### src/rtl/cvp_pkg.sv
// Shared definitions for the CVP vector processor: opcode encodings and the
// default datapath widths used by the fetch unit and the decoder.
package cvp_pkg;

  localparam int DEF_ADDR_W = 16;
  localparam int DEF_INST_W = 16;

  typedef enum logic [3:0] {
    OP_VADD = 4'b0000,
    OP_VSUB = 4'b0001,
    OP_VMUL = 4'b0010,
    OP_VDOT = 4'b0011,
    OP_VLD  = 4'b0100,
    OP_VST  = 4'b0101,
    OP_VMOV = 4'b0110,
    OP_NOP  = 4'b0111,
    OP_J    = 4'b1000
  } opcode_e;

  // The opcode sits in the top nibble of every instruction word
  function automatic opcode_e getOpcode(input logic [DEF_INST_W-1:0] inst);
    return opcode_e'(inst[DEF_INST_W-1 -: 4]);
  endfunction

endpackage

### src/rtl/cvp_inst_fifo.sv
// Small instruction queue holding {inst, pc} entries between memory return
// and the decoder. Flush empties it in one cycle; push and pop may coincide
// even when full, because the pop frees the slot being written.
module cvp_inst_fifo
  import cvp_pkg::*;
#(
  parameter int DEPTH  = 2,
  parameter int DATA_W = DEF_INST_W + DEF_ADDR_W
) (
  input  logic                         i_clk,
  input  logic                         i_reset,
  input  logic                         i_flush,
  input  logic                         i_push,
  input  logic                         i_pop,
  input  logic [DATA_W-1:0]            i_data,
  output logic [DATA_W-1:0]            o_data,
  output logic [$clog2(DEPTH+1)-1:0]   o_count,
  output logic                         o_empty
);

  localparam int CNT_W = $clog2(DEPTH + 1);
  localparam int PTR_W = (DEPTH > 1) ? $clog2(DEPTH) : 1;

  logic [DATA_W-1:0] r_mem [DEPTH];
  logic [PTR_W-1:0]  r_rdPtr;
  logic [PTR_W-1:0]  r_wrPtr;
  logic [CNT_W-1:0]  r_count;
  logic              w_full;
  logic              w_doPush;
  logic              w_doPop;

  // Pointers wrap at DEPTH, which need not be a power of two
  function automatic logic [PTR_W-1:0] nextPtr(input logic [PTR_W-1:0] p);
    if (p == PTR_W'(DEPTH - 1)) return '0;
    else return p + PTR_W'(1);
  endfunction

  assign o_empty  = (r_count == '0);
  assign w_full   = (r_count == CNT_W'(DEPTH));
  assign w_doPop  = i_pop & ~o_empty;
  assign w_doPush = i_push & (~w_full | w_doPop);
  assign o_data   = r_mem[r_rdPtr];
  assign o_count  = r_count;

  // Storage array carries no reset; only the pointers define what is live
  always_ff @(posedge i_clk) begin
    if (w_doPush && !i_reset && !i_flush) r_mem[r_wrPtr] <= i_data;
  end

  // Pointer and occupancy bookkeeping; reset and flush both empty the queue
  always_ff @(posedge i_clk) begin
    if (i_reset || i_flush) begin
      r_rdPtr <= '0;
      r_wrPtr <= '0;
      r_count <= '0;
    end else begin
      if (w_doPush) r_wrPtr <= nextPtr(r_wrPtr);
      if (w_doPop)  r_rdPtr <= nextPtr(r_rdPtr);
      if (w_doPush && !w_doPop)      r_count <= r_count + CNT_W'(1);
      else if (!w_doPush && w_doPop) r_count <= r_count - CNT_W'(1);
    end
  end

endmodule

### src/rtl/cvp_fetch_unit.sv
// Instruction fetch front end: owns the PC, issues one word read per cycle to
// a fixed-latency instruction memory, tracks reads in flight in a shift pipe,
// queues returned words and presents them to the decoder over valid/ready.
// Redirect restarts fetch at a new address and squashes reads in flight.
module cvp_fetch_unit
  import cvp_pkg::*;
#(
  parameter int ADDR_W  = DEF_ADDR_W,
  parameter int INST_W  = DEF_INST_W,
  parameter int MEM_LAT = 1,
  parameter int DEPTH   = 2
) (
  input  logic              Clk1,
  input  logic              Reset,
  output logic [ADDR_W-1:0] Addr,
  output logic              RD,
  input  logic [INST_W-1:0] DataIn,
  output logic [INST_W-1:0] InstOut,
  output logic [ADDR_W-1:0] InstPC,
  output logic              InstValid,
  input  logic              InstReady,
  input  logic              Redirect,
  input  logic [ADDR_W-1:0] RedirectPC
);

  localparam int CNT_W = $clog2(DEPTH + 1);
  localparam int INF_W = $clog2(MEM_LAT + 1);
  localparam int ENT_W = INST_W + ADDR_W;

  logic [ADDR_W-1:0]  r_pc;
  logic [ADDR_W-1:0]  r_addr;
  logic               r_rd;
  logic [MEM_LAT-1:0] r_pipeValid;
  logic [ADDR_W-1:0]  r_pipeAddr [MEM_LAT];

  logic [CNT_W-1:0]   w_count;
  logic               w_empty;
  logic [ENT_W-1:0]   w_head;
  logic               w_pop;
  logic               w_return;
  logic               w_issue;
  logic [INF_W-1:0]   w_inflight;

  assign Addr      = r_addr;
  assign RD        = r_rd;
  assign InstValid = ~w_empty;
  assign InstOut   = w_head[ENT_W-1:ADDR_W];
  assign InstPC    = w_head[ADDR_W-1:0];
  assign w_pop     = ~w_empty & InstReady;
  assign w_return  = r_pipeValid[MEM_LAT-1];

  // Count reads in flight so queue space is reserved before a word returns
  always_comb begin
    w_inflight = '0;
    for (int i = 0; i < MEM_LAT; i++) w_inflight = w_inflight + INF_W'(r_pipeValid[i]);
  end

  // A pop this cycle frees a slot, so it is credited before deciding to issue
  assign w_issue = (32'(w_count) + 32'(w_inflight) - 32'(w_pop)) < 32'(DEPTH);

  cvp_inst_fifo #(
    .DEPTH  (DEPTH),
    .DATA_W (ENT_W)
  ) u_fifo (
    .i_clk   (Clk1),
    .i_reset (Reset),
    .i_flush (Redirect),
    .i_push  (w_return),
    .i_pop   (w_pop),
    .i_data  ({DataIn, r_pipeAddr[MEM_LAT-1]}),
    .o_data  (w_head),
    .o_count (w_count),
    .o_empty (w_empty)
  );

  // PC, read strobe and in-flight pipe; reset beats redirect beats issue
  always_ff @(posedge Clk1) begin
    if (Reset) begin
      r_pc        <= '0;
      r_addr      <= '0;
      r_rd        <= 1'b0;
      r_pipeValid <= '0;
      for (int i = 0; i < MEM_LAT; i++) r_pipeAddr[i] <= '0;
    end else if (Redirect) begin
      r_addr         <= RedirectPC;
      r_rd           <= 1'b1;
      r_pc           <= RedirectPC + ADDR_W'(1);
      r_pipeValid    <= '0;
      r_pipeValid[0] <= 1'b1;
      r_pipeAddr[0]  <= RedirectPC;
    end else begin
      for (int i = MEM_LAT - 1; i >= 1; i--) begin
        r_pipeValid[i] <= r_pipeValid[i-1];
        r_pipeAddr[i]  <= r_pipeAddr[i-1];
      end
      r_pipeValid[0] <= w_issue;
      if (w_issue) begin
        r_addr        <= r_pc;
        r_rd          <= 1'b1;
        r_pc          <= r_pc + ADDR_W'(1);
        r_pipeAddr[0] <= r_pc;
      end else begin
        r_rd <= 1'b0;
      end
    end
  end

endmodule
### config.mk
export PLATFORM = sky130hd
export DESIGN_NAME = cvp_fetch_unit
export DESIGN_NICKNAME = d
export VERILOG_FILES = /design/src/rtl/cvp_pkg.sv /design/src/rtl/cvp_inst_fifo.sv /design/src/rtl/cvp_fetch_unit.sv
export SDC_FILE = /design/constraint.sdc
export NUM_CORES = 1
export LEC_CHECK = 0
export ABC_AREA = 1
export BUFFER_PORTS_ARGS = -buffer_cell sky130_fd_sc_hd__buf_4
export CAP_MARGIN = 15
export CORE_ASPECT_RATIO = 1.25
export CORE_MARGIN = 2
export CORE_UTILIZATION = 50
export CTS_CLUSTER_DIAMETER = 40
export DETAILED_ROUTE_END_ITERATION = 10
export GPL_ROUTABILITY_DRIVEN = 0
export PLACE_DENSITY_LB_ADDON = 0.15
export SYNTH_ARGS = -nofsm -noshare
export SYNTH_HDL_FRONTEND = slang
export SYNTH_HIERARCHICAL = 1
export SYNTH_SLANG_ARGS = --single-unit
### constraint.sdc
create_clock -name Clk1 -period 5.2 [get_ports Clk1]
set_clock_uncertainty 0.1 [all_clocks]
set_input_delay 0.26 -clock Clk1 [delete_from_list [all_inputs] [get_ports Clk1]]
set_output_delay 0.26 -clock Clk1 [all_outputs]
set_load 0.005 [all_outputs]
=== Yosys cells after proc, flatten, opt, wreduce, memory -nomap -nowiden ===
Memory sizes are Yosys's and may differ from the RTL's. A register that Yosys moved wholly into a read port is not among the register bits.
Index checks and enable logic that the tools add are counted.

* Memories kept: 2
* Output and inout port bits: 50
* Logic and storage cells: 66
* RAM bits: 80
* Flip-flop bits (word level): 38

{| class="wikitable"
|+ Memories
! name !! words !! width !! read ports !! clocked after memory_dff !! wr ports !! RTL line !! text
|-
| u_fifo.r_mem || 2 || 32 || 1 || 1 || 1 || cvp_inst_fifo.sv:24 || <nowiki>logic [DATA_W-1:0] r_mem [DEPTH];</nowiki>
|-
| r_pipeAddr || 1 || 16 || 1 || 0 || 1 || cvp_fetch_unit.sv:34 || <nowiki>logic [ADDR_W-1:0] r_pipeAddr [MEM_LAT];</nowiki>
|}

* Order comparisons: 1
* Equal/unequal tests: 1
* Bitwise gates (word level): 6
* Muxes and demuxes: 27
* Add/sub/neg operators: 8
* Reduce and logical (&&, ||, !) cells: 14

{| class="wikitable"
|+ Operator list
! operator !! count
|-
| $mux W16 || 6
|-
| $add A16 B1 Y16 const B || 2
|-
| $lt A32 B2 Y1 const B || 1
|-
| $reduce_or A16 Y1 || 2
|-
| $mux W1 || 19
|-
| $logic_and A1 B1 Y1 || 4
|-
| $logic_not A1 Y1 || 4
|-
| $mux W2 || 2
|-
| $reduce_bool A2 Y1 || 2
|-
| $sub A3 B1 Y4 || 1
|-
| $add A2 B1 Y3 || 1
|-
| $and A1 B1 Y1 || 3
|-
| $add A1 B1 Y1 const B || 2
|-
| $add A2 B1 Y2 const B || 1
|-
| $eq A2 B2 Y1 const B || 1
|-
| $logic_not A2 Y1 || 1
|-
| $not A1 Y1 || 2
|-
| $sub A2 B1 Y2 const B || 1
|-
| $logic_or A1 B1 Y1 || 1
|-
| $or A1 B1 Y1 || 1
|}

=== Longest topological paths before layout ===
* Depth in word-level cells: 11
* Gate-level depth with buffers: 13
* Mapped depth without buffers: 13

=== By module ===
The synthesis kept the hierarchy.

{| class="wikitable"
|+ Modules (own cells, without submodules)
! module !! times used !! cells each !! area each (um^2)
|-
| cvp_inst_fifo || 1 || 139 || 2710.1
|-
| cvp_fetch_unit || 1 || 320 || 2446.1
|}

=== Least setup slack after synthesis ===
OpenSTA, ideal clock, no wires.

* Path type: register to register
* Start: register u_fifo.r_count[1] (netlist: u_fifo/o_count[1])
* End: memory u_fifo/r_mem[0][0] (netlist name), enable pin
* Buffers on the path: 0
* Cell stages (with the launch flop): 7
* Setup slack: 2.483 ns
* Arrival: 2.196 ns
* Data required time: 4.679 ns
* Cell sequence: dfxtp_1 -> nor2_1 -> nor2_2 -> inv_1 -> nand3_1 -> nand2_1 -> nor2_1

* Word-level cells in the longest chain between the ends: 10

{| class="wikitable"
|+ RTL lines
! element !! RTL line !! text
|-
| start, declared || cvp_inst_fifo.sv:27 || <nowiki>logic [CNT_W-1:0] r_count;</nowiki>
|-
| start signal, assigned || cvp_inst_fifo.sv:59 || <nowiki>if (w_doPush && !w_doPop) r_count <= r_count + CNT_W'(1);</nowiki>
|-
| start signal, assigned || cvp_inst_fifo.sv:60 || <nowiki>else if (!w_doPush && w_doPop) r_count <= r_count - CNT_W'(1);</nowiki>
|-
| $logic_not A2 Y1 || cvp_inst_fifo.sv:38 || <nowiki>assign o_empty = (r_count == '0);</nowiki>
|-
| via w_empty || cvp_fetch_unit.sv:37 || <nowiki>logic w_empty;</nowiki>
|-
| $not A1 Y1 || cvp_fetch_unit.sv:49 || <nowiki>assign w_pop = ~w_empty & InstReady;</nowiki>
|-
| $and A1 B1 Y1 || cvp_fetch_unit.sv:49 ||
|-
| via w_pop || cvp_fetch_unit.sv:39 || <nowiki>logic w_pop;</nowiki>
|-
| $and A1 B1 Y1 || cvp_inst_fifo.sv:40 || <nowiki>assign w_doPop = i_pop & ~o_empty;</nowiki>
|-
| $or A1 B1 Y1 || cvp_inst_fifo.sv:41 || <nowiki>assign w_doPush = i_push & (~w_full | w_doPop);</nowiki>
|-
| $and A1 B1 Y1 || cvp_inst_fifo.sv:41 ||
|-
| $logic_and A1 B1 Y1 (2 in a row) || cvp_inst_fifo.sv:47 || <nowiki>if (w_doPush && !i_reset && !i_flush) r_mem[r_wrPtr] <= i_data;</nowiki>
|-
| $mux W1 || cvp_inst_fifo.sv:47 ||
|-
| $mux W1 (not written as such) || cvp_inst_fifo.sv:47 ||
|-
| end, declared || cvp_inst_fifo.sv:24 ||
|}

The timed path passes the listed nets, and every way through them passes these cells.

=== Final worst setup path ===
* Start: register u_fifo.r_count[1] (netlist: u_fifo/o_count[1])
* End: register r_pc[10]

* Word-level cells in the longest chain between the ends: 6

{| class="wikitable"
|+ RTL lines
! element !! RTL line !! text
|-
| $logic_not A2 Y1 || cvp_inst_fifo.sv:38 ||
|-
| via w_empty || cvp_fetch_unit.sv:37 ||
|-
| $not A1 Y1 || cvp_fetch_unit.sv:49 ||
|-
| $and A1 B1 Y1 || cvp_fetch_unit.sv:49 ||
|-
| via w_pop || cvp_fetch_unit.sv:39 ||
|-
| $sub A3 B1 Y4 || cvp_fetch_unit.sv:59 || <nowiki>assign w_issue = (32'(w_count) + 32'(w_inflight) - 32'(w_pop)) < 32'(DEPTH);</nowiki>
|-
| $lt A32 B2 Y1 || cvp_fetch_unit.sv:59 ||
|-
| $reduce_bool A2 Y1 (no source line) || -- ||
|-
| end signal, assigned || cvp_fetch_unit.sv:87 || <nowiki>r_pc <= RedirectPC + ADDR_W'(1);</nowiki>
|-
| end signal, assigned || cvp_fetch_unit.sv:100 || <nowiki>r_pc <= r_pc + ADDR_W'(1);</nowiki>
|-
| end, declared || cvp_fetch_unit.sv:30 || <nowiki>logic [ADDR_W-1:0] r_pc;</nowiki>
|}

The timed path passes the listed nets, and every way through them passes these cells.
A chain may end at the register's enable or synchronous reset.

==> run_results.csv <==
group,metric,value,unit
routing,routedWlPerCell,13.4,um
clocking,h-tree-depth,4,
setup_path,cp.required,5.38,ns
setup_path,endpoint_kind,"flop",
die,design.core.area,10100,um2
layout,fin_area,6540,um2
place,io_buffers,85,
layout,final_util,0.650,
yosys,yosysSeqAreaShare,0.613,
die,die_area,11100,um2
yosys,yosys.area.top_type,"edfxtp_1",
clocking,cts.clk_slew.worst_paths,0.05,ns
sta,setup_viol,0,
setup_path,criticalPathCategory,"reg -> reg",
hold_path,hp-class,"in -> reg",
die,io_pins,86,
global_routing,grt_max_degree,36,
global_routing,antenna_found_initial,0,
clocking,clock_path_buffers,2,
sta,worstMarginPinSlew,1.03,ns
routing,drtPass1Iterations,4,
yosys,synth_edf_count,80,
routing,vias,3423,
clocking,cts_tree,"yes",
die,die_h,118,um
yosys,yosysMostFrequentCell,"nand2_1",
global_routing,grt.total_usage,0.176,
power_and_ir_drop,powerDensity,377,nW/um2
setup_path,critPathLaunchType,"flop",
sta,slew_headroom,0.311,
power_and_ir_drop,total_power,2.47,mW
sta,slew_viol_final,0,
yosys,yosysWarnings,6,
layout,layout-drive-gt1-share,0.308,
yosys,synth-seq-cells,118,
sta,finalCriticalPeriod,3.42,ns
layout,fill_cells,778,
yosys,synth_cell_types,36,
routing,routed_wl,9450,um
routing,vias_per_cell,4.84,
yosys,syn_area,5160,um2
sta,hold_viol_final,0,
yosys,async_flop_share,0,
place,pre_cts_slack,1.74,ns
layout,n_antenna_cell,0,
setup_path,critPathArrivalTime,3.60,ns
yosys,synth_commonest_cells,"nand2_1 (87), edfxtp_1 (80), inv_1 (48)",
place,postPlaceCellArea,5830,um2
global_routing,grt_pass1_vias,3309,
setup_path,worstPathMaxFanout,35,
layout,nets,604,
clocking,clock_latency,0.40,ns
yosys,syn_nets,498,
clocking,cts_root_buffer,"clkbuf_16",
die,start_util,0.513,
yosys,synth_top_area_share,0.466,
clocking,cts_setup_buffers,0,
yosys,synth-main-ff-cell,"edfxtp_1",
global_routing,overflow,0,
yosys,yosys-top-cells-area,"edfxtp_1 (47%), dfxtp_1 (15%), mux2_4 (8.7%)",
status,outcome,"completed",
routing,ant_nets,0,
yosys,avgSynthCellArea,11.2,um2
sta,fmax,292,MHz
sta,rsz0062_at_grt,"no",
job,maxCapViolCount,0,
layout,area_delta_synth_final,26.7,%
place,dpl.hpwl,6390,um
yosys,syn_inst,459,
power_and_ir_drop,peakVddDrop,0.000251,V
power_and_ir_drop,static-leakage-power,2.70,nW
sta,tns,0,ns
clocking,cts_made_buffers,17,
global_routing,grt_pass1_wl,15000,um
routing,drc,0,
clocking,cts.sinks,118,
die,rows,41,
sta,period_share,0.658,
sta,timing.final.ws_setup,1.78,ns
die,fp.dieW,94.8,um
routing,drtIter0Drc,155,
metrics by stage:
step / std cells / hold slack, ns
2_1_floorplan: 459 / 0.222
3_3_place_gp: 658 / 0.325
3_5_place_dp: 658 / 0.330
4_1_cts: 707 / 0.0871
5_1_grt: 707 / 0.100
6_report: 707 / 0.107
layout by cell type, fill, tap and decap left out:
cell type	n
inv_6	1
ha_1	2
nor2_1	34
nand2_1	87
dlygate4sd3_1	17
o21a_1	1
inv_2	3
clkbuf_16	17
a21oi_2	1
buf_4	86
mux2_4	30
nand3_2	2
nor2_2	5
nand4_1	2
nand3_1	36
mux2_2	2
dfxtp_2	1
nor2_4	3
clkinv_2	5
edfxtp_1	80
fa_1	1
o22ai_1	4
clkinvlp_4	6
nand2_2	10
inv_1	48
o21ai_0	29
a31oi_1	1
nor3_1	2
clkbuf_8	2
dfxtp_1	37
clkinv_1	2
o21ai_1	4
xnor2_1	1
a21oi_1	5
xor2_1	6
or2_2	1
nand3b_1	1
nor3_2	1
o21ai_2	2
worst max-delay path, cell delays in order, from the launching register on:
cell     delay (ns)
dfxtp_1        0.34
nor2_1         0.25
nor2_2         0.09
nand2_1        0.10
a21oi_1        0.10
fa_1           0.41
xor2_1         0.15
nand3_1        0.08
buf_4          0.25
nand2_2        0.24
nand2_1        0.79
inv_1          0.20
nand2_1        0.14
o21ai_1        0.07
power breakdown:
| group | internal, mW | switching [mW] |
|---|---|---|
| logic | 0.133 | 0.181 |
| registers | 1.10 | 0.0382 |
| clock network | 0.626 | 0.385 |
| total | 1.86 | 0.605 |
state kept, by name, indices dropped and copies added, names as in the netlist, named ones only:
register	count
Addr	16
u_fifo/r_wrPtr	1
u_fifo/r_mem	64
r_pipeAddr	16
u_fifo/r_rdPtr	1
RD	1
r_pc	16
u_fifo/o_count	2
logic make-up (layout without fill, tap and decap cells):
kind of cell / after synthesis / after routing / share of synthesized area
AND/OR/NAND/NOR: 184 / 184 / 0.158
flip-flops: 118 / 118 / 0.613
buffers and inverters: 68 / 187 / 0.0670
AO/OA/AOI/OAI: 47 / 47 / 0.0495
multiplexers: 32 / 32 / 0.0917
XOR/XNOR: 7 / 7 / 0.0119
adder cells (fa/ha/maj): 3 / 3 / 0.00874
worst paths after layout:
check                            endpoint                           start  slack, ns  cells past startpoint
max                 r_pc[10]$_SDFFE_PP0P_  u_fifo/o_count[1]$_SDFFE_PP0P_       1.78                     13
min            r_pipeAddr[0][9]$_DFFE_PP_                   RedirectPC[9]       0.11                      3
max reg2reg         r_pc[10]$_SDFFE_PP0P_  u_fifo/o_count[1]$_SDFFE_PP0P_       1.78                     13
min reg2reg  u_fifo/r_mem[0][3]$_DFFE_PP_      r_pipeAddr[0][3]$_DFFE_PP_       0.34                      0
final cells by class:
class | instances | area (um2) | area share
Inverter | 52 | 195 | 0.0299
Sequential cell | 118 | 3160 | 0.484
Timing Repair Buffer | 103 | 816 | 0.125
Clock inverter | 13 | 82.6 | 0.0126
Multi-Input combinational cell | 273 | 1660 | 0.254
Tap cell | 129 | 161 | 0.0247
Clock buffer | 19 | 453 | 0.0693
metal layers:
| layer | wire (um) | GRT usage | up-vias |
|---|---|---|---|
| met5 | 0 | 0 | - |
| met4 | 144 | 0.0652 | 0 |
| met3 | 502 | 0.0461 | 12 |
| met2 | 4840 | 0.304 | 94 |
| met1 | 3960 | 0.208 | 1562 |
| li1 | - | - | 1755 |
what timing repair did:
item	4_1_cts	5_1_grt
gates resized for setup	0	0
endpoints found under the setup margin	0	0
hold buffers	17	0
endpoints found under the hold margin	34	0
(Power assumes the default switching activity.)
